<file path="src/rtl/button_conditioner.sv">
// Push-button front end: two-flop synchronizer, debounce FSM with edge pulses,
// and a step-enable divider that runs while the debounced level is high.
module button_conditioner #(
    parameter int DEBOUNCE_CYCLES = 16,
    parameter int TICK_DIV        = 8,
    parameter int CNT_W           = 16
) (
    input  logic       clk,
    input  logic       rst,
    input  logic       button_raw,
    output logic       btn_level,
    output logic       press_pulse,
    output logic       release_pulse,
    output logic       step_tick,
    output logic [3:0] hold_steps
);

    typedef enum logic [1:0] {
        IDLE,
        PRESS_WAIT,
        HELD,
        RELEASE_WAIT
    } state_t;

    localparam logic [CNT_W-1:0] DEB_MAX  = CNT_W'(DEBOUNCE_CYCLES);
    localparam logic [CNT_W-1:0] TICK_MAX = CNT_W'(TICK_DIV - 1);

    logic             s0_q, s1_q;
    state_t           state_q, state_d;
    logic [CNT_W-1:0] cnt_q, cnt_d;
    logic [CNT_W-1:0] tcnt_q, tcnt_d;
    logic             level_q, level_d;
    logic             press_q, press_d;
    logic             release_q, release_d;
    logic             tick_q, tick_d;
    logic [3:0]       hold_q, hold_d;
    logic             sync;
    logic             run;

    assign sync = s1_q;

    always_comb begin
        state_d   = state_q;
        cnt_d     = cnt_q;
        press_d   = 1'b0;
        release_d = 1'b0;
        unique case (state_q)
            IDLE: begin
                if (sync) begin
                    state_d = PRESS_WAIT;
                    cnt_d   = CNT_W'(1);
                end
            end
            PRESS_WAIT: begin
                if (!sync) begin
                    state_d = IDLE;
                    cnt_d   = '0;
                end else if (cnt_q == DEB_MAX) begin
                    state_d = HELD;
                    cnt_d   = '0;
                    press_d = 1'b1;
                end else begin
                    cnt_d = cnt_q + CNT_W'(1);
                end
            end
            HELD: begin
                if (!sync) begin
                    state_d = RELEASE_WAIT;
                    cnt_d   = CNT_W'(1);
                end
            end
            RELEASE_WAIT: begin
                if (sync) begin
                    state_d = HELD;
                    cnt_d   = '0;
                end else if (cnt_q == DEB_MAX) begin
                    state_d   = IDLE;
                    cnt_d     = '0;
                    release_d = 1'b1;
                end else begin
                    cnt_d = cnt_q + CNT_W'(1);
                end
            end
            default: begin
                state_d = IDLE;
                cnt_d   = '0;
            end
        endcase
    end

    // Divider runs only while the level was high and stays high, so the
    // rising edge starts a full period and the falling edge kills any tick.
    always_comb begin
        level_d = (state_d == HELD) || (state_d == RELEASE_WAIT);
        run     = level_q && level_d;
        tick_d  = run && (tcnt_q == TICK_MAX);
        if (!run || tick_d) begin
            tcnt_d = '0;
        end else begin
            tcnt_d = tcnt_q + CNT_W'(1);
        end
        if (press_d) begin
            hold_d = 4'd0;
        end else if (tick_d && (hold_q != 4'd15)) begin
            hold_d = hold_q + 4'd1;
        end else begin
            hold_d = hold_q;
        end
    end

    always_ff @(posedge clk or posedge rst) begin
        if (rst) begin
            s0_q      <= 1'b0;
            s1_q      <= 1'b0;
            state_q   <= IDLE;
            cnt_q     <= '0;
            tcnt_q    <= '0;
            level_q   <= 1'b0;
            press_q   <= 1'b0;
            release_q <= 1'b0;
            tick_q    <= 1'b0;
            hold_q    <= 4'd0;
        end else begin
            s0_q      <= button_raw;
            s1_q      <= s0_q;
            state_q   <= state_d;
            cnt_q     <= cnt_d;
            tcnt_q    <= tcnt_d;
            level_q   <= level_d;
            press_q   <= press_d;
            release_q <= release_d;
            tick_q    <= tick_d;
            hold_q    <= hold_d;
        end
    end

    assign btn_level     = level_q;
    assign press_pulse   = press_q;
    assign release_pulse = release_q;
    assign step_tick     = tick_q;
    assign hold_steps    = hold_q;

endmodule
</file>
<file path="config.mk">
export PLATFORM = sky130hd
export DESIGN_NAME = button_conditioner
export DESIGN_NICKNAME = d
export VERILOG_FILES = /design/src/rtl/button_conditioner.sv
export SDC_FILE = /design/constraint.sdc
export NUM_CORES = 1
export LEC_CHECK = 0
export CAP_MARGIN = 0
export CORE_UTILIZATION = 50
export CTS_BUF_LIST = sky130_fd_sc_hd__clkbuf_4 sky130_fd_sc_hd__clkbuf_8
export DETAILED_ROUTE_END_ITERATION = 6
export PLACE_DENSITY = 0.74
export SYNTH_ARGS = -nofsm -noshare
export SYNTH_HDL_FRONTEND = slang
export SYNTH_SLANG_ARGS = --single-unit
</file>
<file path="constraint.sdc">
create_clock -name clk -period 2.46 [get_ports clk]
set_input_delay 0.738 -clock clk [delete_from_list [all_inputs] [get_ports clk]]
set_output_delay 0.738 -clock clk [all_outputs]
set_load 0.005 [all_outputs]
</file>
Word level (Yosys, flattened, before mapping)
Index checks and enable logic that the tools add are counted.
- magnitude comparators: 0
- add/sub/neg operators: 3
- multiply operators: 0
- bitwise logic cells: 0
- equality and inequality tests: 10
- div/mod/pow operators: 0
- shift-type cells: 0
- mux-type cells: 21
- reduce and logical (&&, ||, !) cells: 9
- operators by type and width (operator ; number):
    $mux W16 ; 6
    $pmux W16 S4 ; 1
    $add A16 B1 Y16 const B ; 2
    $eq A16 B3 Y1 const B ; 1
    $eq A16 B5 Y1 const B ; 1
    $mux W2 ; 6
    $eq A2 B2 Y1 const B ; 4
    $mux W4 ; 2
    $pmux W2 S4 ; 1
    $mux W1 ; 5
    $add A4 B1 Y4 const B ; 1
    $ne A2 B2 Y1 const B ; 2
    $ne A4 B4 Y1 const B ; 1
    $logic_and A1 B1 Y1 ; 3
    $eq A2 B1 Y1 const B ; 1
    $logic_not A2 Y1 ; 1
    $logic_or A1 B1 Y1 ; 2
    $reduce_and A2 Y1 ; 1
    $reduce_bool A2 Y1 ; 1
    $logic_not A1 Y1 ; 1
- input port bits: 3
- output and inout bits: 8
- register bits after elaboration: 44
- RAM bits: 0
- memory bits (read-only): 0
- memories kept: 0
- bits in latches: 0

Logic depth before layout (Yosys ltp)
- depth after elaboration: 11
- mapped depth: 8
- depth with buffers taken out: 7

Least setup slack after synthesis
Ideal clock, no wire load.
- kind: register -> register
- start: register cnt_q[0]
- end: register cnt_q[5]
- data arrival time: 1.569 ns
- stages on the path, launching flop included: 9
- setup time: 0.118 ns
- slack: 0.773 ns
- cells stage by stage: dfrtp_1 > inv_1 > ha_1 > nor4b_2 > nand4_1 > and3_1 > buf_4 > a21o_1 > a21o_1
- longest elaborated chain between the ends: 4
- ends and longest elaborated chain (what ; RTL line ; source):
    from (decl) ; 30 ; logic [CNT_W-1:0] cnt_q, cnt_d;
    from (signal assigned) ; 127 ; cnt_q <= cnt_d;
    $add A16 B1 Y16 or $eq A16 B5 Y1 (tied branches) ; -- ;
    $mux W16 * ; 58, 76 ;
    $mux W16, on equally long branches ; 73, 55 ;
    $pmux W16 S4 * ; 47 ; unique case (state_q)
Mark *: on every way between the ends. The rest lies on a longest branch, timed or not.
A chain may end at the register's enable or synchronous reset.

Worst setup path after layout
- start: register level_q (netlist: btn_level)
- end: output btn_level
- RTL lines (what ; RTL line ; source):
    from (decl) ; 32 ; logic level_q, level_d;
    from (signal assigned) ; 129 ; level_q <= level_d;
    to (decl) ; 11 ; output logic btn_level,
No word-level cell between the ends.

==> results by group <==
Run status
  • Status: finished, final reports clean

Final layout
  • Post-layout nets: 245
  • Layout cell share with drive strength beyond 1: 0.1004
  • Area added between synthesis and finish: 11.62%
  • Multi-input logic area: 1064 µm²
  • Layout Cell Area excl Fill: 2452 µm²
  • # fillers: 363
  • Post-layout util: 0.5959
  • Ant. Diodes: 0
  • Register area: 1076 µm²

Timing
  • Hold slack: 0.3690 ns
  • Fmax: 456.6 MHz
  • RSZ-0062 raised after global routing: no
  • Fin Setup TNS: 0 ns
  • Worst Max-Slew Pin Slew: 0.4141 ns
  • Tmin final: 2.190 ns
  • Relative slew slack: 0.7160
  • Final period util: 0.8903
  • Hold Vio Cnt, Final: 0
  • Final Skew: 0.008305 ns
  • Setup violators final: 0
  • Count of final max-slew check failures: 0

Synthesis
  • Number of distinct library cells after synthesis: 45
  • Synth warnings: 0
  • Area fraction of the dominant cell type after synthesis: 0.4897
  • Mapped Area: 2197 µm²
  • Synth cell count leaders: dfrtp_1, nor2_1, nand2_1
  • Primary FF master, synth: dfrtp_1
  • Yosys reg bits: 43
  • Synth Area per Inst: 9.852 µm²
  • Mapped Cells: 223
  • Syn Nets: 230
  • Seq/Total Area, Yosys: 0.4897
  • Dominant cell type by area after synthesis: dfrtp_1
  • Number of synthesized flops with an enable pin: 0
  • Async SR Flop Fraction: 1.000
  • Synth area leaders: dfrtp_1, nor2_1, xnor2_1, xor2_1, nand2_1

Worst setup path
  • Critical Path End Type: primary output
  • Worst stage delay on the critical path: 0.58 ns
  • Worst EP required: 1.72 ns
  • Worst path bufs/invs: 1
  • Worst setup SP type: flop
  • Max FO, Critical Path: 11
  • Worst path slowest cell: dfrtp_1
  • CP delay by family, top: flip-flops
  • Crit Path Class: reg -> out
  • Crit-path cells: clkdlybuf4s50_1
  • Arrival time at the worst endpoint: 1.45 ns

GRT
  • Total GRT Usage: 0.1963
  • Gr ovfl total: 0
  • Antenna violations before repair: 0
  • Largest net degree at the start of global routing: 35
  • Vias in the first global route: 1,469
  • First-pass GRT wire length: 6693 µm

Floorplan
  • Die area: 4664 µm²
  • Die Y: 68.29 µm
  • Horiz. Die Dim: 68.29 µm
  • Initial core utilization: 0.5339
  • Cell row count: 23
  • Top-Level Pins: 11
  • Core area: 4115 µm²

Worst hold path
  • Hold WC Path Type: reg -> reg

Clock tree
  • Worst-path clk slew: 0.09 ns
  • CTS Buffer Depth: 2
  • Setup Buffers After CTS: 0
  • Root buffer cell: clkbuf_8
  • CTS resizes: 0
  • CTS sink cnt: 43
  • Num CTS Buffers: 5
  • Number of H-tree levels: 2
  • Hold buffer count at CTS: 0
  • CTS tree: done
  • Clk_lat worst skew: 0.29 ns

Routing
  • Final wirelength: 3929 µm
  • Pre-Repair DR Iteration Count: 4
  • Drt initial violations: 124
  • Wl on met1: 1919 µm
  • Wire length per cell: 13.60 µm
  • Via density: 5.474
  • Routed Antenna Nets: 0
  • DR vias: 1,582
  • DR WL met2: 1850 µm
  • Max layer used: met4
  • Residual DRC: 0
  • Met3 routed WL: 78 µm

Place
  • Buffers added on ports: 10
  • Detailed Place HPWL: 2712 µm
  • Gp weighted congestion: 0.7935
  • Placed Area: 2360 µm²

Pwr
  • Total power: 1.278 mW
  • Pwr dens: 521.2 nW/µm²
  • Leak Pwr: 0.9782 nW
  • Maximum VDD drop: 0.0002670 V

Flow run
  • Maxcap violations: 0
[where the power goes]
part	internal, mW	leakage [nW]	switching [mW]
Sequential	0.722	0.590	0.0277
Combinational	0.0291	0.347	0.0409
Clock	0.203	0.0408	0.256
Total	0.954	0.978	0.324
[layout by cell type (no fill, tap or decap), types with 2 or more instances in the layout]
cell type	synthesis	layout
nand4_1	6	6
dfrtp_1	43	43
clkdlybuf4s50_1	0	10
a2bb2oi_1	3	3
clkbuf_8	0	5
a21o_1	2	2
and3_1	5	5
nor4_1	3	3
nand3_1	12	12
xnor2_1	14	14
inv_1	10	9
o21ai_0	5	5
clkinvlp_4	0	2
ha_1	4	4
a31oi_1	3	3
and4_1	2	2
and4bb_2	2	2
nor2_1	43	43
nor2b_1	2	2
xor2_1	10	10
nor4_2	3	3
a21oi_1	3	3
nand2_1	21	21
o31ai_1	2	2
[layout make-up]
cell class,count,share of cell area
inverter,10,0.01531
clock buffer,5,0.02806
sequential,43,0.4388
clock inverter,3,0.009694
multi-input combinational,167,0.4337
tap,50,0.02551
timing repair buffer,11,0.04898
[state kept, by name, indices dropped and copies added (netlist names)]
signal	cells
step_tick	1
cnt_q	16
state_q	1
press_pulse	1
tcnt_q	16
s1_q	1
s0_q	1
btn_level	1
release_pulse	1
hold_steps	4
[routing by layer]
| layer | up-vias | track usage |
|---|---|---|
| li1 | 799 | - |
| met1 | 756 | 0.2584 |
| met2 | 18 | 0.2953 |
| met3 | 9 | 0.05500 |
| met4 | 0 | 0.09375 |
| met5 | - | 0 |
[through the flow]
stage          worst slack (ns)  std cells
5_1_grt                  0.2083        289
4_1_cts                  0.2606        289
3_3_place_gp             0.6074        281
6_report                 0.2699        289
2_1_floorplan            0.7193        223
3_5_place_dp             0.5855        281
[cell families after synthesis]
logic type,synth area share
flip-flops,0.4897
AO/OA/AOI/OAI,0.07802
multiplexers,0.004556
XOR/XNOR,0.1031
AND/OR/NAND/NOR,0.2756
buffers and inverters,0.02619
adder cells (fa/ha/maj),0.02278
[path summary, 6_finish.rpt]
| kind | depth (start not counted) | startpoint | slack (ns) | endpoint |
|---|---|---|---|---|
| setup / recovery | 1 | btn_level | 0.27 | btn_level |
| hold / removal | 0 | s0_q | 0.37 | s1_q |
| setup reg to reg | 7 | cnt_q[0] | 0.58 | hold_steps[3] |
| hold reg to reg | 0 | s0_q | 0.37 | s1_q |
| max in group asynchronous | 3 | rst | 1.30 | cnt_q[12] |
| min in group asynchronous | 2 | rst | 0.70 | tcnt_q[1] |
(Power assumes the default switching activity.)
